`src/rtl/muldiv_unit.sv`:
```
// Iterative RV32M multiply/divide unit: shift-add multiply and restoring divide,
// one bit per cycle, with single-cycle handling of divide-by-zero and signed overflow.
module muldiv_unit #(
    parameter int XLEN = 32,
    parameter int RD_W = 5
) (
    input  logic            clk,
    input  logic            reset,
    input  logic            start,
    input  logic [2:0]      funct3,
    input  logic [XLEN-1:0] rs1_val,
    input  logic [XLEN-1:0] rs2_val,
    input  logic [RD_W-1:0] rd_in,
    output logic            busy,
    output logic            done,
    output logic [XLEN-1:0] result,
    output logic [RD_W-1:0] rd_out,
    output logic            enW
);

    localparam int CW = $clog2(XLEN);

    typedef enum logic [1:0] {IDLE, MUL, DIV, DONE} state_t;

    state_t          state_q, state_d;
    logic [2:0]      op_q;
    logic [XLEN-1:0] hi_q, lo_q, b_q;
    logic            neg_q;
    logic [CW-1:0]   count_q;

    logic            accept, last;
    logic            a_signed, b_signed, sign_a, sign_b;
    logic [XLEN-1:0] mag_a, mag_b;
    logic            div_by_zero, overflow, special, neg_start;
    logic [XLEN-1:0] special_res;

    logic [XLEN:0]     mul_sum;
    logic [XLEN-1:0]   mul_hi_n, mul_lo_n;
    logic [2*XLEN-1:0] mul_prod, mul_signed;
    logic [XLEN-1:0]   mul_final;
    logic [XLEN:0]     div_shift, div_diff;
    logic              div_ok;
    logic [XLEN-1:0]   div_hi_n, div_lo_n, div_raw, div_final;

    // Operand decode: signedness, magnitudes and the single-cycle special cases
    always_comb begin
        a_signed    = funct3[2] ? ~funct3[0] : (funct3[1:0] != 2'b11);
        b_signed    = funct3[2] ? ~funct3[0] : ~funct3[1];
        sign_a      = a_signed & rs1_val[XLEN-1];
        sign_b      = b_signed & rs2_val[XLEN-1];
        mag_a       = sign_a ? -rs1_val : rs1_val;
        mag_b       = sign_b ? -rs2_val : rs2_val;
        neg_start   = (funct3[2] && funct3[1]) ? sign_a : (sign_a ^ sign_b);
        div_by_zero = funct3[2] && (rs2_val == '0);
        overflow    = funct3[2] && !funct3[0]
                      && (rs1_val == {1'b1, {(XLEN-1){1'b0}}}) && (rs2_val == '1);
        special     = div_by_zero || overflow;
        if (div_by_zero)
            special_res = funct3[1] ? rs1_val : '1;
        else
            special_res = funct3[1] ? '0 : rs1_val;
    end

    // One iteration step; mul uses {hi,lo} as the product with b_q the multiplicand,
    // div uses hi as the partial remainder and lo as dividend shifting into quotient
    always_comb begin
        mul_sum    = {1'b0, hi_q} + (lo_q[0] ? {1'b0, b_q} : '0);
        mul_hi_n   = mul_sum[XLEN:1];
        mul_lo_n   = {mul_sum[0], lo_q[XLEN-1:1]};
        mul_prod   = {mul_hi_n, mul_lo_n};
        mul_signed = neg_q ? -mul_prod : mul_prod;
        mul_final  = (op_q[1:0] == 2'b00) ? mul_signed[XLEN-1:0] : mul_signed[2*XLEN-1:XLEN];

        div_shift  = {hi_q, lo_q[XLEN-1]};
        div_diff   = div_shift - {1'b0, b_q};
        div_ok     = ~div_diff[XLEN];
        div_hi_n   = div_ok ? div_diff[XLEN-1:0] : div_shift[XLEN-1:0];
        div_lo_n   = {lo_q[XLEN-2:0], div_ok};
        div_raw    = op_q[1] ? div_hi_n : div_lo_n;
        div_final  = neg_q ? -div_raw : div_raw;
    end

    always_ff @(posedge clk or negedge reset) begin
        if (!reset) state_q <= IDLE;
        else        state_q <= state_d;
    end

    always_comb begin
        state_d = state_q;
        accept  = 1'b0;
        last    = (count_q == CW'(XLEN-1));
        busy    = 1'b0;
        done    = 1'b0;
        unique case (state_q)
            IDLE, DONE: begin
                done   = (state_q == DONE);
                accept = start;
                if (start)
                    state_d = !funct3[2] ? MUL : (special ? DONE : DIV);
                else
                    state_d = IDLE;
            end
            MUL, DIV: begin
                busy = 1'b1;
                if (last) state_d = DONE;
            end
            default: state_d = IDLE;
        endcase
        enW = done && (rd_out != '0);
    end

    // Datapath: latch on accept, iterate while busy, publish result on the last step
    always_ff @(posedge clk or negedge reset) begin
        if (!reset) begin
            op_q    <= '0;
            hi_q    <= '0;
            lo_q    <= '0;
            b_q     <= '0;
            neg_q   <= 1'b0;
            count_q <= '0;
            result  <= '0;
            rd_out  <= '0;
        end else if (accept) begin
            op_q    <= funct3;
            rd_out  <= rd_in;
            count_q <= '0;
            hi_q    <= '0;
            neg_q   <= neg_start;
            lo_q    <= funct3[2] ? mag_a : mag_b;
            b_q     <= funct3[2] ? mag_b : mag_a;
            if (special) result <= special_res;
        end else if (busy) begin
            count_q <= count_q + CW'(1);
            if (state_q == MUL) begin
                hi_q <= mul_hi_n;
                lo_q <= mul_lo_n;
                if (last) result <= mul_final;
            end else begin
                hi_q <= div_hi_n;
                lo_q <= div_lo_n;
                if (last) result <= div_final;
            end
        end
    end

endmodule

```
`config.mk`:
```
export PLATFORM = sky130hd
export DESIGN_NAME = muldiv_unit
export DESIGN_NICKNAME = d
export VERILOG_FILES = /design/src/rtl/muldiv_unit.sv
export SDC_FILE = /design/constraint.sdc
export NUM_CORES = 1
export LEC_CHECK = 0
export ABC_CLOCK_PERIOD_IN_PS = 6000
export CORE_ASPECT_RATIO = 1.4
export CORE_MARGIN = 3
export CORE_UTILIZATION = 49
export DETAILED_ROUTE_END_ITERATION = 16
export GPL_ROUTABILITY_DRIVEN = 1
export GPL_TIMING_DRIVEN = 1
export PLACE_DENSITY = 0.68
export SLEW_MARGIN = 5
export SYNTH_ARGS = -nofsm -noshare
export SYNTH_HDL_FRONTEND = slang
export SYNTH_SLANG_ARGS = --single-unit
```
`constraint.sdc`:
```
create_clock -name clk -period 6 [get_ports clk]
set_clock_uncertainty 0.05 [all_clocks]
set_input_delay 1.2 -clock clk [delete_from_list [all_inputs] [get_ports clk]]
set_output_delay 1.2 -clock clk [all_outputs]
set_load 0.005 [all_outputs]
```
# After elaboration in Yosys (flattened, before gate mapping)
# Index checks and enable logic that the tools add are counted.
[totals]
wordCells = 86
regBits = 143
in_bits = 75
output_inout_bits = 40
[classes]
bitwise = 6
add_sub_neg = 7
reduce_logical = 17
muxes = 38
n_eq_ne = 9
[op_table]
columns = ["cell", "n"]
rows = [
  ["two-way mux 32 bit", 24],
  ["negator 32 bit", 3],
  ["equality test 32 bit (second input constant)", 2],
  ["two-way mux 64 bit", 1],
  ["negator 64 bit", 1],
  ["adder 32 x 32 -> 33 bit", 1],
  ["subtractor 33 x 32 -> 33 bit", 1],
  ["zero test 32 bit", 1],
  ["two-way mux 5 bit", 2],
  ["two-way mux 1 bit", 7],
  ["logical AND 1 bit", 6],
  ["two-way mux 2 bit", 3],
  ["adder 5 x 1 -> 5 bit (second input constant)", 1],
  ["equality test 5 bit (second input constant)", 1],
  ["nonzero test 5 bit", 1],
  ["equality test 2 bit (second input constant)", 2],
  ["zero test 2 bit", 2],
  ["!= test 2 bit (second input constant)", 2],
  ["one-hot mux 2 bit (2 select lines)", 1],
  ["nonzero test 2 bit", 2],
  ["OR reduction 2 bit", 2],
  ["NOT 1 bit", 3],
  ["AND reduction 3 bit", 1],
  ["bitwise AND 1 bit", 2],
  ["5 further kinds", 5],
]

# Depth between registers and ports, before layout
# Gate-level depths: netlist of run 1.
[logic_depth]
ltp_word = 9
mapped_depth = 22

# Worst setup path after synthesis of run 1
# Ideal clock, no wire load.
[synth_path]
path_kind = "register to register"
startpoint = "register lo_q[31]"
endpoint = "register result[24]"
setup_slack_ps = 1173
t_required_ps = 5874
setup_ps = 76
arrival_time_ps = 4701
path_stages_with_launch = 23
period_less_slack_ps = 4827
cell_sequence = "dfrtp_1 buf_6 inv_1 ha_1 inv_1 fa_1 a211oi_1 o211ai_1 and3_1 o21ai_0 nand3_1 nand2_1 buf_2 buf_2 clkbuf_1 a22o_1 ha_1 nand2_1 o32ai_2 nand4b_1 o31ai_1 mux2_2 o21ai_1"
[synth_via]
elab_chain_cells = 9
[synth_rtl]
columns = ["item", "line_no", "rtl"]
rows = [
  ["from (decl)", "27", "logic [XLEN-1:0] hi_q, lo_q, b_q;"],
  ["from (signal assigned)", "129", "lo_q <= funct3[2] ? mag_a : mag_b;"],
  ["from (signal assigned)", "136", "lo_q <= mul_lo_n;"],
  ["from (signal assigned)", "140", "lo_q <= div_lo_n;"],
  ["subtractor 33 x 32 -> 33 bit", "75", "div_diff = div_shift - {1'b0, b_q};"],
  ["two-way mux 32 bit or NOT 1 bit (tied branches)", "77, 76", ""],
  ["two-way mux 32 bit", "79", "div_raw = op_q[1] ? div_hi_n : div_lo_n;"],
  ["negator 32 bit", "80", "div_final = neg_q ? -div_raw : div_raw;"],
  ["two-way mux 32 bit", "80", ""],
  ["two-way mux 32 bit", "141", "if (last) result <= div_final;"],
  ["two-way mux 32 bit *", "134", "if (state_q == MUL) begin"],
  ["two-way mux 32 bit *", "132", "end else if (busy) begin"],
  ["two-way mux 32 bit *", "123", "end else if (accept) begin"],
  ["to (signal assigned)", "131", "if (special) result <= special_res;"],
  ["to (signal assigned)", "137", "if (last) result <= mul_final;"],
  ["to (signal assigned)", "141", ""],
  ["to (decl)", "16", "output logic [XLEN-1:0] result,"],
]
# Mark *: on every way between the ends. The rest lies on a longest branch, timed or not. The select of a mux whose other input is x is not followed.
# A chain may end at the register's enable or synchronous reset.

# Worst setup path in the final report of run 1
[layout_path]
startpoint = "register lo_q[31]"
endpoint = "register result[29]"
# Same word-level chain as after synthesis.

==> metrics.md, run 1 <==
| Metric | Value |
|---|---|
| Worst reg2reg path depth | 18 |
| Max-cap violation count | 0 |
| Ys flop type | dfrtp_1 |
| Setup bufs post-CTS | 0 |
| Synth top area cells | dfrtp_1 21%, nand2_1 6.6%, o21ai_0 6.5%, a21oi_1 6.5%, ha_1 5.3% |
| Ports | 115 |
| Final Hold Vio Count | 0 |
| Hold path cells | 1 |
| Leading area contributor after synthesis | dfrtp_1 |
| First-pass GRT wire length | 108000 um |
| Critical Path RT | 6.28 ns |
| Crit Path Category | reg2reg |
| H-tree levels | 4 |
| Register area share after synthesis | 20.7% |
| Worst-Skew Late Latency | 0.45 ns |
| Rel. slew slack | 17.0% |
| Global-route usage over all layers | 37.4% |
| Worst Max-Slew Pin Slew | 1.23 ns |
| Vias in the first global route | 18100 |
| Post-placement cell count | 2846 |
| DR iter-0 viols | 2292 |
| Hold-fix buffers at CTS | 0 |
| Core ar. | 0.0344 mm^2 |
| Setup crit end kind | register |
| Switching share of power | 58.1% |
| Drt drc | 0 |
| Maximum clock path buffer count | 2 |
| PortBufs | 114 |
| Layout cell share with drive strength beyond 1 | 6.43% |
| Post-synth EDFFs | 0 |
| Cell area after synthesis | 0.0173 mm^2 |
| RSZ-0062 raised after global routing | false |
| Sink Count | 143 |
| Final wirelength | 71600 um |
| Type of the worst min-delay path | reg2reg |
| NetSw | 0.00719 W |
| Core Rows | 80 |
| Status | finished clean |
| Die ar. | 0.0376 mm^2 |
| Comb pwr share | 75.1% |
| R2R Path Start | lo_q[31] |
| #FFs+latches synth | 143 |
| Clock Power Share | 9.4% |
| FFs w/ async S/R, synth | 100% |
| Final Wtd Congestion | 1.07 |
| CP Launch Type | register |
| CTS clk-pin slew, worst paths | 0.07 ns |
| Fin nets | 2564 |
| HP Start | count_q[0] |
| Internal power | 0.00519 W |
| Setup TNS | 0 ns |
| Worst hold path endpoint | count_q[0] |
| Initial Util | 50.2% |
| Leakage | 7.76 nW |
| Total gr overflow | 0 |
| Pin count of the biggest net entering global routing | 101 |
| Crit share post-route | 90.1% |
| Final Max Slew Viols | 0 |
| Die Y | 228 um |
| Reg-to-reg slack, setup | 0.59 ns |
| Post-DP HPWL | 56300 um |
| Vias per cell | 6.71 |
| Data arrival, critical path | 5.69 ns |
| Syn Inst Count | 2404 |
| # diodes | 0 |
| Num CTS Buffers | 17 |
| Worst Setup SP | lo_q[31] |
| Sequential power share | 15.6% |
| Root Driver | clkbuf_16 |
| CTS tree | yes |
| Drt pass-1 iters | 8 |
| Finish-stage setup viols | 0 |
| Pwr/cell area | 643 mW/mm^2 |
| Syn nets | 2554 |
| Max Fanout on Critical Path | 16 |
| Initial antenna violation count | 1 |
| Reg2reg end | result[29] |
| Syn-to-layout area delta | 11.5% |
| Post-synth top cells | 306 x nand2_1, 226 x o21ai_0, 224 x a21oi_1 |
| Count leader, synth | nand2_1 |
| Syn Area/Cell | 7.19 um^2 |
| Min Tclk post-route | 5.41 ns |
| Wire length per cell | 24.9 um |
| Area fraction of the dominant cell type after synthesis | 20.7% |
| Vias post-DR | 19300 |
| Synth unique cells | 104 |
| Post_cts resized | 0 |
| Final ANT Viol Nets | 0 |
| Die X | 165 um |
| Non-filler cells, final | 2878 |
| Fmax | 185 MHz |
| Synth Warn # | 0 |
| VDD IR max | 0.000546 V |
## registers in the layout (all words and copies together), names as in the netlist
| signal | cells |
|---|---|
| state_q | 2 |
| neg_q | 1 |
| hi_q | 32 |
| rd_out | 5 |
| lo_q | 32 |
| b_q | 32 |
| op_q | 2 |
| result | 32 |
| count_q | 5 |
## routing by layer
layer | global-route usage [%] | part of all wire (%)
met2 | 59.4 | 45
met1 | 46.9 | 39
met4 | 22.8 | 7.5
met3 | 6.13 | 8.5
met5 | 0 | 0
## how the worst max path moves through the flow
stage,end,slack (ns),cells after the start
after floorplan,result[24],1.17,22
after global placement,result[27],0.73,14
after detailed placement,result[27],0.62,14
after CTS,result[29],0.76,18
after global routing,result[29],0.44,18
final,result[29],0.59,18
## final cells by class
| type | instances | area, um^2 |
|---|---|---|
| fillers | 3404 | 15200 |
| multi-input cells | 2021 | 12700 |
| flip-flops and latches | 143 | 3580 |
| repair buffers | 165 | 1520 |
| well taps | 451 | 564 |
| clock buffers | 18 | 439 |
| inverters | 66 | 248 |
| clock inverters | 14 | 179 |
## cell families after synthesis
| group | Yosys count | share of synthesized area, % |
|---|---|---|
| AND/OR/NAND/NOR | 873 | 24.3 |
| multiplexers | 67 | 3.93 |
| XOR/XNOR | 179 | 9.07 |
| buffers and inverters | 240 | 5.82 |
| adder cells (fa/ha/maj) | 75 | 5.51 |
| flip-flops | 143 | 20.7 |
| AO/OA/AOI/OAI | 827 | 30.6 |
## critical path, stage by stage (launching register included)
cell,delay (ns)
dfrtp_1,0.38
inv_1,0.08
ha_1,0.17
inv_1,0.05
fa_1,0.43
a211oi_1,0.45
o211ai_1,0.33
and3_1,0.25
o21ai_0,0.24
a21oi_1,0.14
buf_4,0.21
nor2_2,0.13
buf_4,0.27
a41oi_1,0.20
o32ai_1,0.63
nand4_1,0.28
o41ai_1,0.64
o2bb2a_1,0.25
nand2_1,0.06
## cell usage in the layout, fill, tap and decap left out, types with 11 or more instances in the layout
cell             instances
a211oi_1                67
a21o_1                  38
a21oi_1                224
a31oi_1                 23
and2_1                  50
and3_1                  18
buf_4                   51
clkbuf_16               17
clkdlybuf4s50_1        112
dfrtp_1                141
ha_1                    72
inv_1                   64
mux2i_1                 60
nand2_1                305
nand3_1                 59
nand4_1                 40
nor2_1                 200
nor2b_1                 33
nor3_1                  42
nor4_1                  24
o211ai_1                44
o21ai_0                226
o221ai_1                13
o31ai_1                 37
o41ai_1                 19
or2_2                   11
or3_1                   21
or4_1                   16
xnor2_1                 94
xor2_1                  85
## per-stage QoR
step | area [um^2] | setup WS [ns] | power [W] | util [%] | hold slack (ns)
6_report | 19300 | 0.594 | 0.0124 | 56.0 | 0.462
5_1_grt | 19300 | 0.439 | 0.0131 | 56.0 | 0.478
4_1_cts | 19300 | 0.760 | 0.0120 | 56.0 | 0.465
3_5_place_dp | 18700 | 0.615 | 0.0108 | 54.2 | 0.445
3_3_place_gp | 18700 | 0.731 | 0.0107 | 54.2 | 0.430
2_1_floorplan | 17300 | 1.17 | 0.00804 | - | 0.411
## power groups by stage
stage / clock [W] / sequential (W) / combinational [W]
2_1_floorplan: 0 / 0.00155 / 0.00649
3_3_place_gp: 0 / 0.00190 / 0.00880
3_5_place_dp: 0 / 0.00191 / 0.00889
4_1_cts: 0.00116 / 0.00190 / 0.00897
5_1_grt: 0.00121 / 0.00197 / 0.00992
6_report: 0.00116 / 0.00193 / 0.00930
No activity file was read; power rests on OpenSTA's default activity.
==> run 2, diff against run 1 <==
Settings changed: CTS_CLUSTER_DIAMETER from default to 200, TNS_END_PERCENT from default to 30.
==> results of run 2 <==
No change in the layout: final DEF, timing and power equal those of run 1.
==> run 3, diff against run 2 <==
Settings changed: RECOVER_POWER from default to 100, SKIP_CTS_REPAIR_TIMING from default to 1.
==> run 3 against run 2 <==
Combinational power decreased by 0.9%; largest cell class unchanged; largest power group unchanged; wire length down 0.26%; utilization shrank 0.24 points; the run now ends with capacitance limit, slew limit left; critical path type unchanged.
==> metrics.md, run 3 (same netlist as run 1, synthesis figures left out) <==
| Metric | Value |
|---|---|
| Setup TNS | 0 ns |
| WP buf/inv | 4 |
| Leakage | 7.75 nW |
| Wire length per cell | 24.8 um |
| Ports | 115 |
| Type of the worst min-delay path | reg2reg |
| CTS tree | yes |
| Post-DP HPWL | 56300 um |
| Critical Path RT | 6.29 ns |
| Seq. cell area | 0.00358 mm^2 |
| Initial Util | 50.2% |
| CTS clk-pin slew, worst paths | 0.07 ns |
| Final ANT Viol Nets | 0 |
| R2R Path Start | lo_q[31] |
| Fmax | 180 MHz |
| Data arrival, critical path | 5.85 ns |
| Crit share post-route | 92.7% |
| Initial antenna violation count | 1 |
| Syn-to-layout area delta | 11.0% |
| Final Hold Vio Count | 0 |
| Worst reg2reg path depth | 18 |
| Reg-to-reg slack, setup | 0.44 ns |
| Vias in the first global route | 18100 |
| Vias post-DR | 19200 |
| Failing checks | capacitance limit, slew limit |
| RSZ-0062 raised after global routing | false |
| Die Y | 228 um |
| Reg2reg end | result[29] |
| Layout cell share with drive strength beyond 1 | 5.64% |
| Commonest non-fill, non-tap cells in the layout | 306 x nand2_1, 228 x o21ai_0, 224 x a21oi_1 |
| Die ar. | 0.0376 mm^2 |
| CP Launch Type | register |
| Drt pass-1 iters | 6 |
| Max-cap violation count | 2 |
| Power Total | 0.0123 W |
| Finish-stage setup viols | 0 |
| VDD IR max | 0.000530 V |
| PortBufs | 114 |
| Stages on the worst setup path | 18 |
| CP most frequent cell | inv_1 |
| Commonest non-fill, non-tap cell in the layout | nand2_1 |
| Final Wtd Congestion | 1.07 |
| Fin nets | 2564 |
| Setup crit end kind | register |
| Pin count of the biggest net entering global routing | 101 |
| CP max stage delay | 0.65 ns |
| H-tree levels | 4 |
| Root Driver | clkbuf_16 |
| Worst-Skew Late Latency | 0.46 ns |
| Final Max Slew Viols | 93 |
| Num CTS Buffers | 17 |
| CP top delay family | compound AO/OA/AOI/OAI gates |
| Vias per cell | 6.67 |
| Multi-input logic area | 0.0127 mm^2 |
| Core ar. | 0.0344 mm^2 |
| Die X | 165 um |
| # fillers | 3420 |
| Status | finished with violations |
| CP Cell Sequence | inv_1 > ha_1 > inv_1 > fa_1 > a211oi_1 > o211ai_1 > and3_1 > o21ai_0 > a21oi_1 > clkbuf_1 > nor2_2 > buf_4 > a41oi_1 > o32ai_1 > nand4_1 > o41ai_1 > o2bb2a_1 > nand2_1 |
| Worst Setup SP | lo_q[31] |
| Rel. slew slack | -122% |
| # diodes | 0 |
| Global-route usage over all layers | 37.4% |
| Maximum clock path buffer count | 2 |
| HP Start | count_q[4] |
| Total gr overflow | 0 |
| Crit Path Category | reg2reg |
| DR iter-0 viols | 2164 |
| First-pass GRT wire length | 108000 um |
| Pwr/cell area | 641 mW/mm^2 |
| Final wirelength | 71400 um |
| Core Rows | 80 |
| Drt drc | 0 |
| Min Tclk post-route | 5.56 ns |
| Worst Max-Slew Pin Slew | 3.34 ns |
| CP Capture Point | result[29] |
| Max Fanout on Critical Path | 16 |
| Critical path's slowest cell | o41ai_1 |
| Sink Count | 143 |
run 3: cell count changes in the layout (fill, tap and decap cells not counted), moves of 6 or more:
cell / delta
and2_0: +6
dlygate4sd3_1: +43
buf_4: -11
clkdlybuf4s50_1: -43
clkbuf_1: +11
and2_1: -6
run 3: routing by layer:
| layer | wire, um | global-route usage (%) |
|---|---|---|
| met5 | 0 | 0 |
| met2 | 32500 | 59.4 |
| met3 | 5970 | 6.13 |
| met4 | 5340 | 22.8 |
| met1 | 27600 | 46.9 |
run 3: worst min-delay path by stage:
stage                     slack, ns          to  depth (start not counted)
after floorplan                0.41     op_q[0]                          2
after detailed placement       0.44  count_q[4]                          1
after global placement         0.43   rd_out[0]                          2
after global routing           0.48  count_q[4]                          1
after CTS                      0.47  count_q[0]                          1
final                          0.46  count_q[4]                          1
run 3: per-stage QoR:
step	hold slack (ns)	area [um^2]	std cells	utilization [%]	setup WS [ns]
after floorplan	0.411	17300	2404	-	1.17
after global placement	0.430	18700	2846	54.2	0.731
after detailed placement	0.445	18700	2846	54.2	0.615
after CTS	0.465	19300	2878	56.0	0.760
after global routing	0.478	19200	2878	55.7	0.258
final	0.461	19200	2878	55.7	0.435
run 3: layout make-up:
type                    instances  share of cell area, %
repair buffers                165                   7.71
clock inverters                14                  0.932
well taps                     451                   2.94
clock buffers                  18                   2.29
multi-input cells            2021                   66.2
inverters                      66                   1.29
flip-flops and latches        143                   18.7
run 3: where the power goes:
| part | switching, W | internal (W) |
|---|---|---|
| clock network | 0.000488 | 0.000673 |
| logic | 0.00609 | 0.00313 |
| registers | 0.000601 | 0.00133 |
